===== src/rtl/dff_chain_loader.sv =====
// ---------------------------------------------------------------------------
// dff_chain_loader
//
// Sequencing controller that serially loads a WIDTH-bit configuration word
// into an external chain of D flip-flops. The chain captures on the falling
// edge of clk, while this controller updates on the rising edge, so every
// chain-facing output is stable for half a cycle before the chain samples it.
//
// Ports:
//   clk        - single clock, all state updates on the rising edge
//   reset      - synchronous, active-low controller reset
//   start      - load request, accepted only while ready=1
//   abort      - cancel request, honoured only in CLEAR or SHIFT
//   cfg_data   - word to load, sampled only on the accepting edge
//   ready      - 1 only when idle
//   busy       - 1 whenever not idle
//   ser_d      - serial data to the chain D input (0 outside SHIFT)
//   shift_en   - chain shift enable (1 only in SHIFT)
//   chain_clr  - drives the chain flop reset pins (CLEAR and ABORT)
//   latch      - one-cycle strobe copying the chain to the holding register
//   done       - one-cycle completion pulse
//   aborted    - one-cycle pulse marking a cancelled load
// ---------------------------------------------------------------------------
module dff_chain_loader #(
   parameter int WIDTH     = 8,
   parameter int CNT_W     = 4,
   parameter bit MSB_FIRST = 1'b1
) (
   input  logic             clk,
   input  logic             reset,
   input  logic             start,
   input  logic             abort,
   input  logic [WIDTH-1:0] cfg_data,
   output logic             ready,
   output logic             busy,
   output logic             ser_d,
   output logic             shift_en,
   output logic             chain_clr,
   output logic             latch,
   output logic             done,
   output logic             aborted
);

   typedef enum logic [2:0] {
      IDLE,
      CLEAR,
      SHIFT,
      LATCH,
      DONE,
      ABORT
   } state_t;

   localparam logic [CNT_W-1:0] LAST_SHIFT = CNT_W'(WIDTH - 1);

   state_t             state;
   state_t             state_nxt;
   logic [WIDTH-1:0]   shadow;
   logic [WIDTH-1:0]   shadow_nxt;
   logic [CNT_W-1:0]   count;
   logic [CNT_W-1:0]   count_nxt;
   logic               out_bit_nxt;

   // Next-state, shadow and counter logic. The shadow register always shifts
   // toward the end that feeds ser_d, so the bit to emit next is simply the
   // output-end bit of the shadow. Leaving SHIFT (to LATCH or ABORT) parks the
   // counter at zero so it never runs past WIDTH-1. An abort on the final
   // shift edge wins over the LATCH transition.
   always_comb begin
      state_nxt  = state;
      shadow_nxt = shadow;
      count_nxt  = count;
      case (state)
         IDLE: begin
            if (start) begin
               shadow_nxt = cfg_data;
               count_nxt  = '0;
               state_nxt  = CLEAR;
            end
         end
         CLEAR: begin
            state_nxt = abort ? ABORT : SHIFT;
         end
         SHIFT: begin
            shadow_nxt = MSB_FIRST ? (shadow << 1) : (shadow >> 1);
            if (abort) begin
               state_nxt = ABORT;
               count_nxt = '0;
            end else if (count == LAST_SHIFT) begin
               state_nxt = LATCH;
               count_nxt = '0;
            end else begin
               count_nxt = count + 1'b1;
            end
         end
         LATCH:   state_nxt = DONE;
         DONE:    state_nxt = IDLE;
         ABORT:   state_nxt = IDLE;
         default: state_nxt = IDLE;
      endcase
      out_bit_nxt = MSB_FIRST ? shadow_nxt[WIDTH-1] : shadow_nxt[0];
   end

   // State, shadow, counter and all outputs are registered together. Outputs
   // are decoded from the next state so they line up with the state register
   // and carry no combinational path from the inputs.
   always_ff @(posedge clk) begin
      if (!reset) begin
         state     <= IDLE;
         shadow    <= '0;
         count     <= '0;
         ready     <= 1'b1;
         busy      <= 1'b0;
         ser_d     <= 1'b0;
         shift_en  <= 1'b0;
         chain_clr <= 1'b0;
         latch     <= 1'b0;
         done      <= 1'b0;
         aborted   <= 1'b0;
      end else begin
         state     <= state_nxt;
         shadow    <= shadow_nxt;
         count     <= count_nxt;
         ready     <= (state_nxt == IDLE);
         busy      <= (state_nxt != IDLE);
         ser_d     <= (state_nxt == SHIFT) && out_bit_nxt;
         shift_en  <= (state_nxt == SHIFT);
         chain_clr <= (state_nxt == CLEAR) || (state_nxt == ABORT);
         latch     <= (state_nxt == LATCH);
         done      <= (state_nxt == DONE);
         aborted   <= (state_nxt == ABORT);
      end
   end

endmodule


===== config.mk =====
export PLATFORM = sky130hd
export DESIGN_NAME = dff_chain_loader
export DESIGN_NICKNAME = d
export VERILOG_FILES = /design/src/rtl/dff_chain_loader.sv
export SDC_FILE = /design/constraint.sdc
export NUM_CORES = 1
export LEC_CHECK = 0
export ABC_AREA = 0
export CAP_MARGIN = 40
export CORE_MARGIN = 10
export CORE_UTILIZATION = 47
export CTS_BUF_LIST = sky130_fd_sc_hd__clkbuf_8
export CTS_CLUSTER_SIZE = 8
export DETAILED_ROUTE_END_ITERATION = 10
export PLACE_DENSITY = 0.75
export SLEW_MARGIN = 20
export SYNTH_ARGS = -nofsm -noshare
export SYNTH_HDL_FRONTEND = slang
export SYNTH_SLANG_ARGS = --single-unit

===== constraint.sdc =====
create_clock -name clk -period 1.35 [get_ports clk]
set_input_delay 0.135 -clock clk [delete_from_list [all_inputs] [get_ports clk]]
set_output_delay 0.135 -clock clk [all_outputs]
set_load 0.02 [all_outputs]

# Word level (Yosys, flattened, before mapping)
# Cells that the tools add are included.
classes:
  n_addsub: 1
  eq_ne: 10
  muxes: 11
  n_reduce_logical: 7
ops:
  columns: ["cell", "count"]
  rows:
  - ["$pmux W8 S2", 1]
  - ["$eq A3 B2 Y1 const B", 4]
  - ["$mux W3", 4]
  - ["$mux W4", 3]
  - ["$pmux W3 S4", 1]
  - ["$mux W8", 1]
  - ["$pmux W4 S2", 1]
  - ["$eq A3 B1 Y1 const B", 2]
  - ["$eq A3 B3 Y1 const B", 2]
  - ["$logic_not A3 Y1", 2]
  - ["$add A4 B1 Y4 const B", 1]
  - ["$eq A4 B3 Y1 const B", 1]
  - ["$reduce_bool A3 Y1", 1]
  - ["$ne A2 B2 Y1 const B", 1]
  - ["$reduce_and A2 Y1", 1]
  - ["$reduce_bool A2 Y1", 1]
  - ["$logic_and A1 B1 Y1", 1]
  - ["$logic_or A1 B1 Y1", 1]
word_totals:
  regBits: 23
  in_bits: 12
  out_inout_bits: 8
  wordCells: 41

# Depth between registers and ports, before layout
logic_depth:
  depth_word: 6
  mapped_depth: 5
  depth_no_buf: 4

# Least setup slack after synthesis
# OpenSTA, ideal clock, no wires.
synth_timing:
  kind: "register to register"
  start: "register state[0]"
  end: "register count[1]"
  setup_ns: 0.128
  arrival_time_ns: 1.360
  required_ns: 1.222
  path_slack_ns: -0.138
  path_stages_with_launch: 6
  n_path_buf: 2
  synth_period_minus_slack_ns: 1.488
  cell_sequence: "dfxtp_1 > buf_6 > or4b_4 > buf_6 > a32oi_1 > nor2_1"
synth_via:
  elab_chain_len: 3
  elab_cells_between_ends: 6
  cone_classes: "eq/ne (2); mux (1); reduce/logical (3)"
synth_rtl:
  columns: ["element", "line_no", "source"]
  rows:
  - ["from (decl)", "55", "state_t state;"]
  - ["from (signal assigned)", "120", "state <= state_nxt;"]
  - ["$eq A3 B2 Y1 / $logic_not A3 Y1 (equally long branches)", "72", "case (state)"]
  - ["$reduce_bool A2 Y1 (no source line) / $ne A2 B2 Y1 (equally long branches)", null, null]
  - ["$reduce_and A2 Y1 (no source line)", null, null]
  - ["to (signal assigned)", "122", "count <= count_nxt;"]
  - ["to (decl)", "59", "logic [CNT_W-1:0] count;"]
# Several ways; a longest one is shown, not always the timed one.
# A chain may end at the register's enable or synchronous reset.

# Worst setup path after layout
layout_timing:
  start: "register state[2]"
  end: "register ready"
layout_via:
  elab_chain_len: 4
  elab_cells_between_ends: 9
  cone_classes: "eq/ne (3); mux (4); reduce/logical (2)"
layout_rtl:
  columns: ["element", "line_no", "source"]
  rows:
  - ["$mux W3", "88", "end else if (count == LAST_SHIFT) begin"]
  - ["$mux W3", "85", "if (abort) begin"]
  - ["$pmux W3 S4 (*)", "72", null]
  - ["$logic_not A3 Y1 (*)", "123", "ready <= (state_nxt == IDLE);"]
  - ["to (signal assigned)", "123", null]
  - ["to (decl)", "34", "output logic ready,"]
# Every way passes the cells marked *; elsewhere a longest branch is shown, timed or not.

==> results.cfg <==
[pwr]
p_leak_nw = 0.583
ir_drop_mv = 0.659
comb_power_share_pct = 21.2
power_density_mw_per_mm2 = 971
power_frac_clock_pct = 28.2
switching_share_pct = 26.2
p_switching_uw = 387
pwr-share-seq_pct = 50.5
total_power_mw = 1.48
p_int_mw = 1.09

[drt]
vias = 921
wire_per_inst_um = 14.3
first_iter_violations = 43
firstDrtPassIters = 4
vias_per_cell = 5.39
postRouteAntennaNets = 0
drcViolationCount = 0
wirelength_mm = 2.44

[critical_path]
ff2ff_path_depth = 4
crit_fanout = 8
reg2reg_slack_ns = -0.07
critPathCaptureType = flop
r2r_start = state[2]
cp-endpoint = ready
cp-startpoint = state[2]
cp.arrival_ns = 1.56
critPathKind = reg2reg
reg2reg_to = ready
critPathRequiredTime_ns = 1.49
start_kind = flop

[sta]
timing.hold.ws_ns = 0.422
setup_slack_ns = -0.0733
tightest_slew_ns = 0.507
setup_viol = 14
relSlewSlack_pct = 66.2
hold_viol = 0
slew_violations = 0
rsz0062_at_grt = true
post-route-period-util_pct = 105
fmax_mhz = 703
skew_ns = 0.00497
fin_crit_ns = 1.42

[yosys]
ys_ff_latch = 23
postSynthCellCount = 105
synth.distinct_cells = 38
yosysWarningCount = 0
synth.cell_area_mm2 = 0.00103
yosysSeqAreaShare_pct = 44.6
synth_edf_count = 0
avgSynthCellArea_um2 = 9.83
syn_nets = 118
async_reset_ff_share_pct = 0
synth_ff_type = dfxtp_1

[global_route]
grt_max_degree = 17
grt_pass1_vias = 898
antenna_found_initial = 0
grt.overflow.total = 0
grt_use_total_pct = 11.2
grt_pass1_wl_mm = 3.94

[die]
row_count = 16
ioPinCount = 20
dieHeight_um = 66.9
start_util_pct = 51.1
design.die.area_mm2 = 0.00447
die_w_um = 66.9
core_area_mm2 = 0.00202

[worst_hold_path]
holdCritStartpoint = cfg_data[0]
worstHoldPathType = in2reg

[place]
dp_cells = 165
dp_hpwl_mm = 1.74
gp_congestion = 0.827
io_buffer_count = 19

[clock_tree]
clk_path_buf_depth = 2
cts_tree = built
cts_buffers = 3
cts.clk_slew.worst_paths_ns = 0.08
clk_latency_ns = 0.26
cts.sinks = 23
h-tree-depth = 1
clockRootBuffer = clkbuf_8
hold_buffers = 0

[layout]
layout_common_cells = 20 x dfxtp_1, 18 x clkdlybuf4s50_1, 18 x buf_4, 9 x nand3_1, 9 x a21oi_1
final_common_cell = dfxtp_1
fillCellCount = 146
layout-drive-gt1-share_pct = 31.9
nets = 158
fin_cells = 171
syn_to_final_growth_pct = 47.3
diodes = 0

[run]
drv_cap = 0

[status]
violations = negative setup slack
outcome = finished with violations
[through the flow]
| stage | setup slack [ns] | util [%] | setup TNS, ns | instance area (um^2) |
|---|---|---|---|---|
| after floorplan | -0.0888 | - | -0.237 | 1050 |
| after global placement | -0.290 | 68.4 | -4.37 | 1380 |
| after detailed placement | -0.341 | 68.4 | -4.88 | 1380 |
| after CTS | -0.0642 | 73.5 | -0.172 | 1490 |
| after global routing | -0.113 | 75.2 | -1.01 | 1520 |
| final | -0.0733 | 75.2 | -0.385 | 1520 |
[power by group through the flow]
| stage | logic, mW | registers (mW) | clock network, mW |
|---|---|---|---|
| after floorplan | 0.154 | 0.770 | 0 |
| after global placement | 0.279 | 0.761 | 0 |
| after detailed placement | 0.287 | 0.761 | 0 |
| after CTS | 0.302 | 0.746 | 0.423 |
| after global routing | 0.339 | 0.750 | 0.457 |
| final | 0.313 | 0.746 | 0.417 |
[worst min path at each step]
stage,end,slack (ns),cells after the start
2_1_floorplan,ready,0.20,1
3_3_place_gp,shadow[5],0.45,2
3_5_place_dp,shadow[0],0.46,2
4_1_cts,shadow[0],0.42,3
5_1_grt,shadow[0],0.44,3
6_report,shadow[0],0.42,3
[sequential cells by signal (all words and copies together), names as in the netlist]
register / cells
done: 1
count: 4
ser_d: 1
state: 3
shadow: 8
shift_en: 1
ready: 1
latch: 1
chain_clr: 1
busy: 1
aborted: 1
[final cells by class]
class | count | area [um^2] | share of cell area (%)
inverter | 5 | 18.8 | 1.23
clock inverter | 1 | 5.00 | 0.329
tap | 27 | 33.8 | 2.22
timing repair buffer | 41 | 378 | 24.9
multi-input combinational | 71 | 572 | 37.6
sequential | 23 | 472 | 31.0
clock buffer | 3 | 41.3 | 2.72
[routing by layer]
| layer | GRT usage [%] | wire [um] | part of all wire, % | vias to the layer above |
|---|---|---|---|---|
| li1 | - | - | - | 473 |
| met1 | 12.5 | 1040 | 42 | 427 |
| met2 | 19.0 | 1240 | 51 | 17 |
| met3 | 3.18 | 135 | 5.5 | 4 |
| met4 | 5.64 | 29 | 1.2 | 0 |
| met5 | 0 | 0 | 0 | - |
[critical path, stage by stage, from the launching register on]
cell	delay, ns
dfxtp_4	0.37
buf_12	0.13
or3b_4	0.46
a21oi_4	0.22
o41ai_2	0.11
[synth_stat cells, drive strengths merged (2+ instances only)]
cell,count,area [um^2]
a211oi,3,22.5
nor3,3,15.0
a21oi,11,55.1
nand3,13,65.1
nor4b,3,53.8
buf,5,40.0
o21ai,2,10.0
a22oi,6,45.0
or3,2,12.5
dfxtp,23,460
inv,5,18.8
nand3b,2,15.0
or4b,2,23.8
nand2,4,15.0
mux2i,2,20.0
[what timing repair did]
item,CTS,global route
pin swaps,6,7
endpoints found under the setup margin,20,20
resized for setup,15,6
gates cloned,0,0
buffers inserted,0,2
[cell families after synthesis]
| group | synth area share (%) |
|---|---|
| buf+inv | 6.06 |
| fa+ha+maj | 2.18 |
| xor+xnor | 0.849 |
| mux | 1.94 |
| flops | 44.6 |
| simple gates | 26.8 |
| compound gates | 17.6 |
(Power assumes the default switching activity.)
